File: config.mk
export PLATFORM = sky130hd
export DESIGN_NAME = msg_decoder
export DESIGN_NICKNAME = d
export VERILOG_FILES = /design/src/rtl/msg_decoder.sv
export SDC_FILE = /design/constraint.sdc
export NUM_CORES = 2
export LEC_CHECK = 0
export CAP_MARGIN = 20
export CORE_MARGIN = 3
export CORE_UTILIZATION = 45
export DETAILED_ROUTE_END_ITERATION = 7
export PLACE_DENSITY = 0.65
export SLEW_MARGIN = 5
export SYNTH_ARGS = -nofsm -noshare
export SYNTH_HDL_FRONTEND = slang
export SYNTH_SLANG_ARGS = --single-unit
File: constraint.sdc
create_clock -name clk -period 8.15 [get_ports clk]
set_input_delay 1.63 -clock clk [delete_from_list [all_inputs] [get_ports clk]]
set_output_delay 1.63 -clock clk [all_outputs]
set_load 0.1 [all_outputs]
File: src/rtl/msg_decoder.sv
// Debug message channel receiver: frames header+payload packets, buffers each one
// until complete, then replays it back-to-back. Faulty traffic is dropped and counted.
module msg_decoder #(
  parameter int WIDTH     = 32,
  parameter int LEN_WIDTH = 8,
  parameter int LOG_DEPTH = 6
) (
  input  logic             clk,
  input  logic             rst,
  input  logic [WIDTH-1:0] in_msg,
  input  logic             in_nd,
  output logic [WIDTH-1:0] out_data,
  output logic             out_nd,
  output logic             out_hdr,
  output logic             error,
  output logic [15:0]      drop_count
);

  localparam int PW    = LOG_DEPTH + 1;
  localparam int DEPTH = 1 << LOG_DEPTH;

  typedef enum logic [1:0] {IDLE, PAYLOAD, DROP} state_e;

  state_e               state_q, state_d;
  logic [LEN_WIDTH-1:0] rem_q, rem_d;
  logic [PW-1:0]        wr_ptr_q, wr_ptr_d, commit_ptr_q, commit_ptr_d, rd_ptr_q;
  logic [WIDTH-1:0]     mem [DEPTH];

  logic                 is_hdr, trunc, fits, we, err_d;
  logic [LEN_WIDTH-1:0] hdr_len;
  logic [PW-1:0]        wr_base, used;
  logic [PW:0]          free;

  always_comb begin
    is_hdr  = in_msg[WIDTH-1];
    hdr_len = in_msg[LEN_WIDTH-1:0];
    // A header arriving mid-packet discards the partial packet, so space is
    // measured from the last commit point rather than the current write pointer.
    trunc   = in_nd && is_hdr && (state_q == PAYLOAD);
    wr_base = trunc ? commit_ptr_q : wr_ptr_q;
    used    = wr_base - rd_ptr_q;
    free    = (PW+1)'(DEPTH) - {1'b0, used};
    fits    = (32'(hdr_len) + 32'd1) <= 32'(free);

    state_d      = state_q;
    rem_d        = rem_q;
    wr_ptr_d     = wr_ptr_q;
    commit_ptr_d = commit_ptr_q;
    we           = 1'b0;
    err_d        = 1'b0;

    if (in_nd) begin
      if (is_hdr) begin
        err_d    = (state_q != IDLE);
        wr_ptr_d = wr_base;
        if (fits) begin
          we       = 1'b1;
          wr_ptr_d = wr_base + 1'b1;
          if (hdr_len == '0) begin
            commit_ptr_d = wr_base + 1'b1;
            state_d      = IDLE;
          end else begin
            state_d = PAYLOAD;
            rem_d   = hdr_len;
          end
        end else begin
          err_d   = 1'b1;
          state_d = (hdr_len == '0) ? IDLE : DROP;
          rem_d   = hdr_len;
        end
      end else begin
        case (state_q)
          IDLE: err_d = 1'b1;
          PAYLOAD: begin
            we       = 1'b1;
            wr_ptr_d = wr_ptr_q + 1'b1;
            rem_d    = rem_q - 1'b1;
            if (rem_q == LEN_WIDTH'(1)) begin
              commit_ptr_d = wr_ptr_q + 1'b1;
              state_d      = IDLE;
            end
          end
          DROP: begin
            rem_d = rem_q - 1'b1;
            if (rem_q == LEN_WIDTH'(1)) state_d = IDLE;
          end
          default: state_d = IDLE;
        endcase
      end
    end
  end

  always_ff @(posedge clk) begin
    if (we) mem[wr_base[LOG_DEPTH-1:0]] <= in_msg;
  end

  always_ff @(posedge clk or posedge rst) begin
    if (rst) begin
      state_q      <= IDLE;
      rem_q        <= '0;
      wr_ptr_q     <= '0;
      commit_ptr_q <= '0;
      rd_ptr_q     <= '0;
      out_data     <= '0;
      out_nd       <= 1'b0;
      out_hdr      <= 1'b0;
      error        <= 1'b0;
      drop_count   <= '0;
    end else begin
      state_q      <= state_d;
      rem_q        <= rem_d;
      wr_ptr_q     <= wr_ptr_d;
      commit_ptr_q <= commit_ptr_d;
      error        <= err_d;
      if (err_d && (drop_count != 16'hFFFF)) drop_count <= drop_count + 16'd1;
      // Reader only ever touches committed slots, so it never races the writer.
      if (rd_ptr_q != commit_ptr_q) begin
        out_data <= mem[rd_ptr_q[LOG_DEPTH-1:0]];
        out_hdr  <= mem[rd_ptr_q[LOG_DEPTH-1:0]][WIDTH-1];
        out_nd   <= 1'b1;
        rd_ptr_q <= rd_ptr_q + 1'b1;
      end else begin
        out_nd  <= 1'b0;
        out_hdr <= 1'b0;
      end
    end
  end

endmodule

# Word-level counts from Yosys, hierarchy flattened
# Memories as Yosys holds them, arrays and structs flattened.
# Cells that the tools add are included.
dict set report word_totals {
  mem_bits_rw 2048
  reg_bits 82
  input_bits 35
  mem_count 1
  elab_cells 75
  out_inout_bits 51
}
dict set report classes {
  n_reduce_logical 14
  n_eq_ne 10
  muxes 31
  magnitude_cmp 1
  addsub 8
}
# memory depth word_bits read_ports rd_clocked_by_memory_dff wr line
set mem_list {}
lappend mem_list {mem 64 32 1 0 1 27} ;# logic [WIDTH-1:0] mem [DEPTH];
# cell count
set op_table {}
lappend op_table {{$mux W7} 9}
lappend op_table {{$mux W8} 4}
lappend op_table {{$add A7 B1 Y7 const B} 3}
lappend op_table {{$add A16 B1 Y16 const B} 1}
lappend op_table {{$ne A16 B16 Y1 const B} 1}
lappend op_table {{$mux W1} 13}
lappend op_table {{$add A8 B1 Y9 const B} 1}
lappend op_table {{$le A9 B8 Y1} 1}
lappend op_table {{$eq A8 B1 Y1 const B} 1}
lappend op_table {{$logic_not A8 Y1} 1}
lappend op_table {{$mux W2} 4}
lappend op_table {{$reduce_bool A2 Y1} 4}
lappend op_table {{$sub A7 B7 Y8 const A} 1}
lappend op_table {{$sub A8 B1 Y8 const B} 1}
lappend op_table {{$ne A7 B7 Y1} 1}
lappend op_table {{$sub A7 B7 Y7} 1}
lappend op_table {{$reduce_and A3 Y1} 2}
lappend op_table {{$reduce_and A5 Y1} 1}
lappend op_table {{$ne A2 B1 Y1 const B} 2}
lappend op_table {{$pmux W2 S2} 1}
lappend op_table {{$logic_and A1 B1 Y1} 3}
lappend op_table {{$ne A3 B1 Y1 const B} 1}
lappend op_table {{$ne A3 B3 Y1 const B} 1}
lappend op_table {{$eq A2 B1 Y1 const B} 1}
lappend op_table {{other kinds (5)} 5}

# Longest topological paths before layout
dict set report logic_depth {
  ltp_word 11
  mapped_depth 24
  ltp_nobuf 21
}

# Worst setup path before layout
# Ideal clock, no wire load.
dict set report synth_timing {
  path_kind {input port to flip-flop}
  start {input port in_msg[31]}
  end {memory mem[12][0], enable pin}
  required_ns 7.689
  slack_ns -0.105
  path_buffers 3
  arrival_ns 7.794
  stages 20
  setup_time_ns 0.461
  cell_sequence {buf_2 > nand3_4 > mux2i_1 > inv_1 > ha_1 > o21a_1 > o21ai_0 > or4b_2 > o311a_1 > nand3b_1 > xor2_1 > ha_1 > a21o_1 > a21oi_1 > nand2_1 > o21ai_4 > a21boi_1 > buf_2 > clkbuf_1 > nor3_1}
}
dict set report synth_via {
  elab_chain_cells 11
}
# element line
set synth_lines {}
lappend synth_lines {{from (decl)} 10} ;# input logic [WIDTH-1:0] in_msg,
lappend synth_lines {{$logic_and A1 B1 Y1 (2 in a row)} 39} ;# trunc = in_nd && is_hdr && (state_q == PAYLOAD);
lappend synth_lines {{$mux W7} 40} ;# wr_base = trunc ? commit_ptr_q : wr_ptr_q;
lappend synth_lines {{$sub A7 B7 Y7} 41} ;# used = wr_base - rd_ptr_q;
lappend synth_lines {{$sub A7 B7 Y8} 42} ;# free = (PW+1)'(DEPTH) - {1'b0, used};
lappend synth_lines {{$le A9 B8 Y1} 43} ;# fits = (32'(hdr_len) + 32'd1) <= 32'(free);
lappend synth_lines {{$mux W1} 56} ;# if (fits) begin
lappend synth_lines {{$mux W1} 53} ;# if (is_hdr) begin
lappend synth_lines {{$mux W1} 52} ;# if (in_nd) begin
lappend synth_lines {{$mux W1} 94} ;# if (we) mem[wr_base[LOG_DEPTH-1:0]] <= in_msg;
lappend synth_lines {{$mux W1 (not written as such)} 94}
lappend synth_lines {{to (decl)} 27}
# Parallel ways exist; a longest one is shown, timed or not.

# Final worst setup path
dict set report layout_timing {
  start {input port in_nd}
  end {memory mem[61][5], enable pin}
}
dict set report layout_via {
  elab_chain_cells 11
}
# element line
set layout_lines {}
lappend layout_lines {{from (decl)} 11} ;# input logic in_nd,
lappend layout_lines {{$logic_and A1 B1 Y1 (2 in a row)} 39}
lappend layout_lines {{$mux W7} 40}
lappend layout_lines {{$sub A7 B7 Y7} 41}
lappend layout_lines {{$sub A7 B7 Y8} 42}
lappend layout_lines {{$le A9 B8 Y1} 43}
lappend layout_lines {{$mux W1} 56}
lappend layout_lines {{$mux W1} 53}
lappend layout_lines {{$mux W1} 52}
lappend layout_lines {{$mux W1} 94}
lappend layout_lines {{$mux W1 (not written as such)} 94}
# Parallel ways exist; a longest one is shown, timed or not.

==> metrics.cfg <==
[worst_hold_path]
min-delay-path-class = reg2reg
hold_path_depth = 1
worstHoldStart = drop_count[10]
hold_end = drop_count[10]

[detailed_routing]
drt_iter0_drc = 5557
num_vias = 42500
wl_per_cell_um = 32.2
drt-vias-per-instance = 6.11
ant_nets = 0
first_pass_iters = 6
wl_mm = 224
drc = 0

[cts]
cts_tree = done
cts-htree-levels = 4
root_buffer = clkbuf_16
post_cts_buffers = 0
cts_buffers = 205
cts_resized = 0
cts_max_path_buffers = 3
hold_buffers = 0
path_clk_slew_ns = 0.06
clock-sinks = 2130
clk_latency_ns = 0.86

[die]
num_rows = 157
fp.dieW_um = 436
dieArea_sq_mm = 0.190
coreArea_sq_mm = 0.183
start_util_pct = 45.4
io_pins = 86
fp.dieH_um = 436

[setup_path]
r2r_start = rd_ptr_q[1]
regToRegEndpoint = mem[61][5]
worstPathArrival_ns = 7.42
critPathLaunchType = input port
reg2regPathDepth = 19
critical_path_class = in2reg
cp-end-kind = flop
worstPathRequired_ns = 8.71
regToRegSetupSlack_ns = 1.56
path_max_fanout = 21

[timing]
rsz0062_at_grt = no
relSlewSlack_pct = 26.3
slew_viol_final = 0
fin_crit_ns = 6.87
fin_crit_sh_pct = 84.3
worstMarginPinSlew_ns = 1.10
hold_viol = 0
skew_ns = 0.0436
fmax_mhz = 146
setup_viol = 0
final.setup.worst_slack_ns = 1.28

[synth]
ys_ff_latch = 2130
syn-num-nets = 4106
yosys_warnings = 0
synth_edf_count = 2048
synth.area.top_cells = edfxtp_1 (74%), mux4_2 (12%), mux2i_1 (2.5%), dfrtp_1 (2.5%), nand2_1 (0.70%)
syn-cell-area_sq_mm = 0.0833
yosysTopAreaCellShare_pct = 73.8
async_flop_share_pct = 3.85
yosysTopAreaCell = edfxtp_1
synthCells = 4045
ys_seq_area_share_pct = 76.3
ys_types = 76
avgSynthCellArea_sq_um = 20.6
ys.flop_type = edfxtp_1

[global_routing]
grt_antenna_before_repair = 14
grt-ovfl-total = 0
grt_use_total_pct = 23.5
grt_pass1_vias = 41900
grt_max_degree = 107
grt_pass1_wl_mm = 320

[finish]
area_delta_synth_final_pct = 14.0
drive_gt1_share_pct = 24.4
design_area_sq_mm = 0.0950
nFillCells = 14300
nNetsFinal = 4369
final_cells = 6954

[placement]
place_hpwl_mm = 136
placed_cell_area_sq_mm = 0.0879
dpl.cell_count = 6549
io_buffers = 85
place_congestion = 0.857
dp_slack_ns = 0.437

[run_status]
status = finished, final reports clean

[pwr]
power_density_mw_per_mm2 = 353
ir_drop_mv = 0.239
leakagePower_nw = 30.4

[job]
drv_cap = 0

placed cells by master (no fill, tap or decap), types with 43 or more instances in the layout:
master	instances
buf_4	150
a21oi_1	109
dfrtp_1	77
mux2_2	43
mux2i_1	212
nand3_1	69
edfxtp_1	2048
a22oi_1	69
nor2_4	52
mux4_2	435
nor2_1	76
clkbuf_1	43
clkbuf_16	209
nand2_1	156
clkdlybuf4s50_1	53
sequential cells by signal, indices dropped and copies added (netlist names):
name,cells
error,1
out_hdr,1
out_data,32
state_q,2
rem_q,8
wr_ptr_q,7
drop_count,16
rd_ptr_q,7
mem,2048
out_nd,1
commit_ptr_q,7
cell usage after synthesis, types with 4 or more instances:
| master | instances |
|---|---|
| edfxtp_1 | 2048 |
| mux4_2 | 435 |
| mux2i_1 | 212 |
| nand2_1 | 156 |
| nor2_1 | 132 |
| a21oi_1 | 109 |
| dfrtp_1 | 82 |
| buf_2 | 73 |
| a22oi_1 | 69 |
| nand3_1 | 69 |
| clkbuf_1 | 50 |
| buf_4 | 46 |
| mux2_2 | 43 |
| xnor2_1 | 42 |
| nor3_1 | 40 |
| o21ai_0 | 39 |
| o22ai_1 | 38 |
| buf_6 | 31 |
| inv_1 | 27 |
| o221ai_1 | 27 |
| ha_1 | 25 |
| nand4_1 | 20 |
| a31oi_1 | 19 |
| a211oi_1 | 18 |
| a221oi_1 | 17 |
| and3_1 | 14 |
| xor2_1 | 14 |
| o211ai_1 | 13 |
| and2_1 | 10 |
| a32oi_1 | 9 |
| nor2b_1 | 8 |
| nand3b_1 | 7 |
| o21ai_1 | 7 |
| a2111oi_0 | 6 |
| a22o_1 | 6 |
| buf_1 | 6 |
| o32a_1 | 6 |
| o221a_2 | 5 |
| inv_2 | 4 |
| nand2b_1 | 4 |
| o22a_1 | 4 |
cell type report:
cell class	instances	area [sq um]	share of cell area, %
clock buffers	258	5470	5.76
multi-input cells	1677	18800	19.8
repair buffers	263	2590	2.73
well taps	2464	3080	3.25
inverters	31	121	0.128
flip-flops and latches	2130	63600	66.9
diodes	4	10.0	0.0105
clock inverters	127	1310	1.37
how the worst max path moves through the flow:
stage / startpoint / end / slack (ns) / cells after the start
finish: in_nd / mem[61][5] / 1.28 / 22
CTS: in_nd / mem[61][5] / 1.32 / 22
detailed placement: in_nd / mem[61][5] / 0.44 / 22
global placement: in_nd / mem[12][21] / 0.25 / 21
global route: in_nd / mem[61][5] / 0.96 / 22
floorplan: in_msg[31] / mem[12][0] / -0.10 / 20
report_power, final:
group          total, W  leakage, nW  switching, W  internal (W)
clock           0.00958         3.32       0.00409       0.00549
combinational    0.0111         7.71       0.00707       0.00398
sequential       0.0129         19.4      0.000415        0.0125
through the flow:
| stage | TNS [ns] | util (%) | hold slack, ns | total power [W] |
|---|---|---|---|---|
| 5_1_grt | 0 | 51.8 | 0.515 | 0.0347 |
| 4_1_cts | 0 | 51.6 | 0.506 | 0.0337 |
| 6_report | 0 | 51.8 | 0.500 | 0.0335 |
| 3_5_place_dp | 0 | 47.9 | 0.494 | 0.0242 |
| 3_3_place_gp | 0 | 47.7 | 0.491 | 0.0242 |
| 2_1_floorplan | -33.47 | - | 0.473 | 0.0202 |
critical path, cell delays in order:
cell and delay (ns):
clkdlybuf4s50_1 0.59, nand3_4 0.22, mux2i_2 0.26, inv_1 0.08, ha_1 0.26, nor2b_1 0.13
o21a_1 0.17, o21ai_0 0.21, or4b_2 0.61, o311a_1 0.19, nand3b_1 0.12, xor2_1 0.16
ha_1 0.26, a21o_1 0.16, a21oi_1 0.19, nand2_1 0.11, o21ai_4 0.16, a21boi_2 0.08
buf_12 0.17, or4b_1 0.75, nor2_4 0.59, buf_4 0.26
cells by family (layout without fill, tap and decap cells):
kind of cell | count (synthesis) | in the layout | share of synthesized area (%)
AOI/OAI and AO/OA | 422 | 422 | 3.48
xor gates and xnor gates | 56 | 56 | 0.589
adders and majority gates | 26 | 26 | 0.399
buffers and inverters | 238 | 679 | 1.68
DFF | 2130 | 2130 | 76.3
muxes | 693 | 693 | 14.9
other | 0 | 4 | 0
and+or+nand+nor | 480 | 480 | 2.65
metal layers:
layer  up-vias  GRT usage (%)  part of all wire, %
met2      2254           37.0                   48
met5         -              0                0.016
met3       395           4.28                  8.9
met1     22500           33.0                   39
met4         6           8.89                  4.1
li1      17400              -                    -
Power figures use the tool's default switching activity.
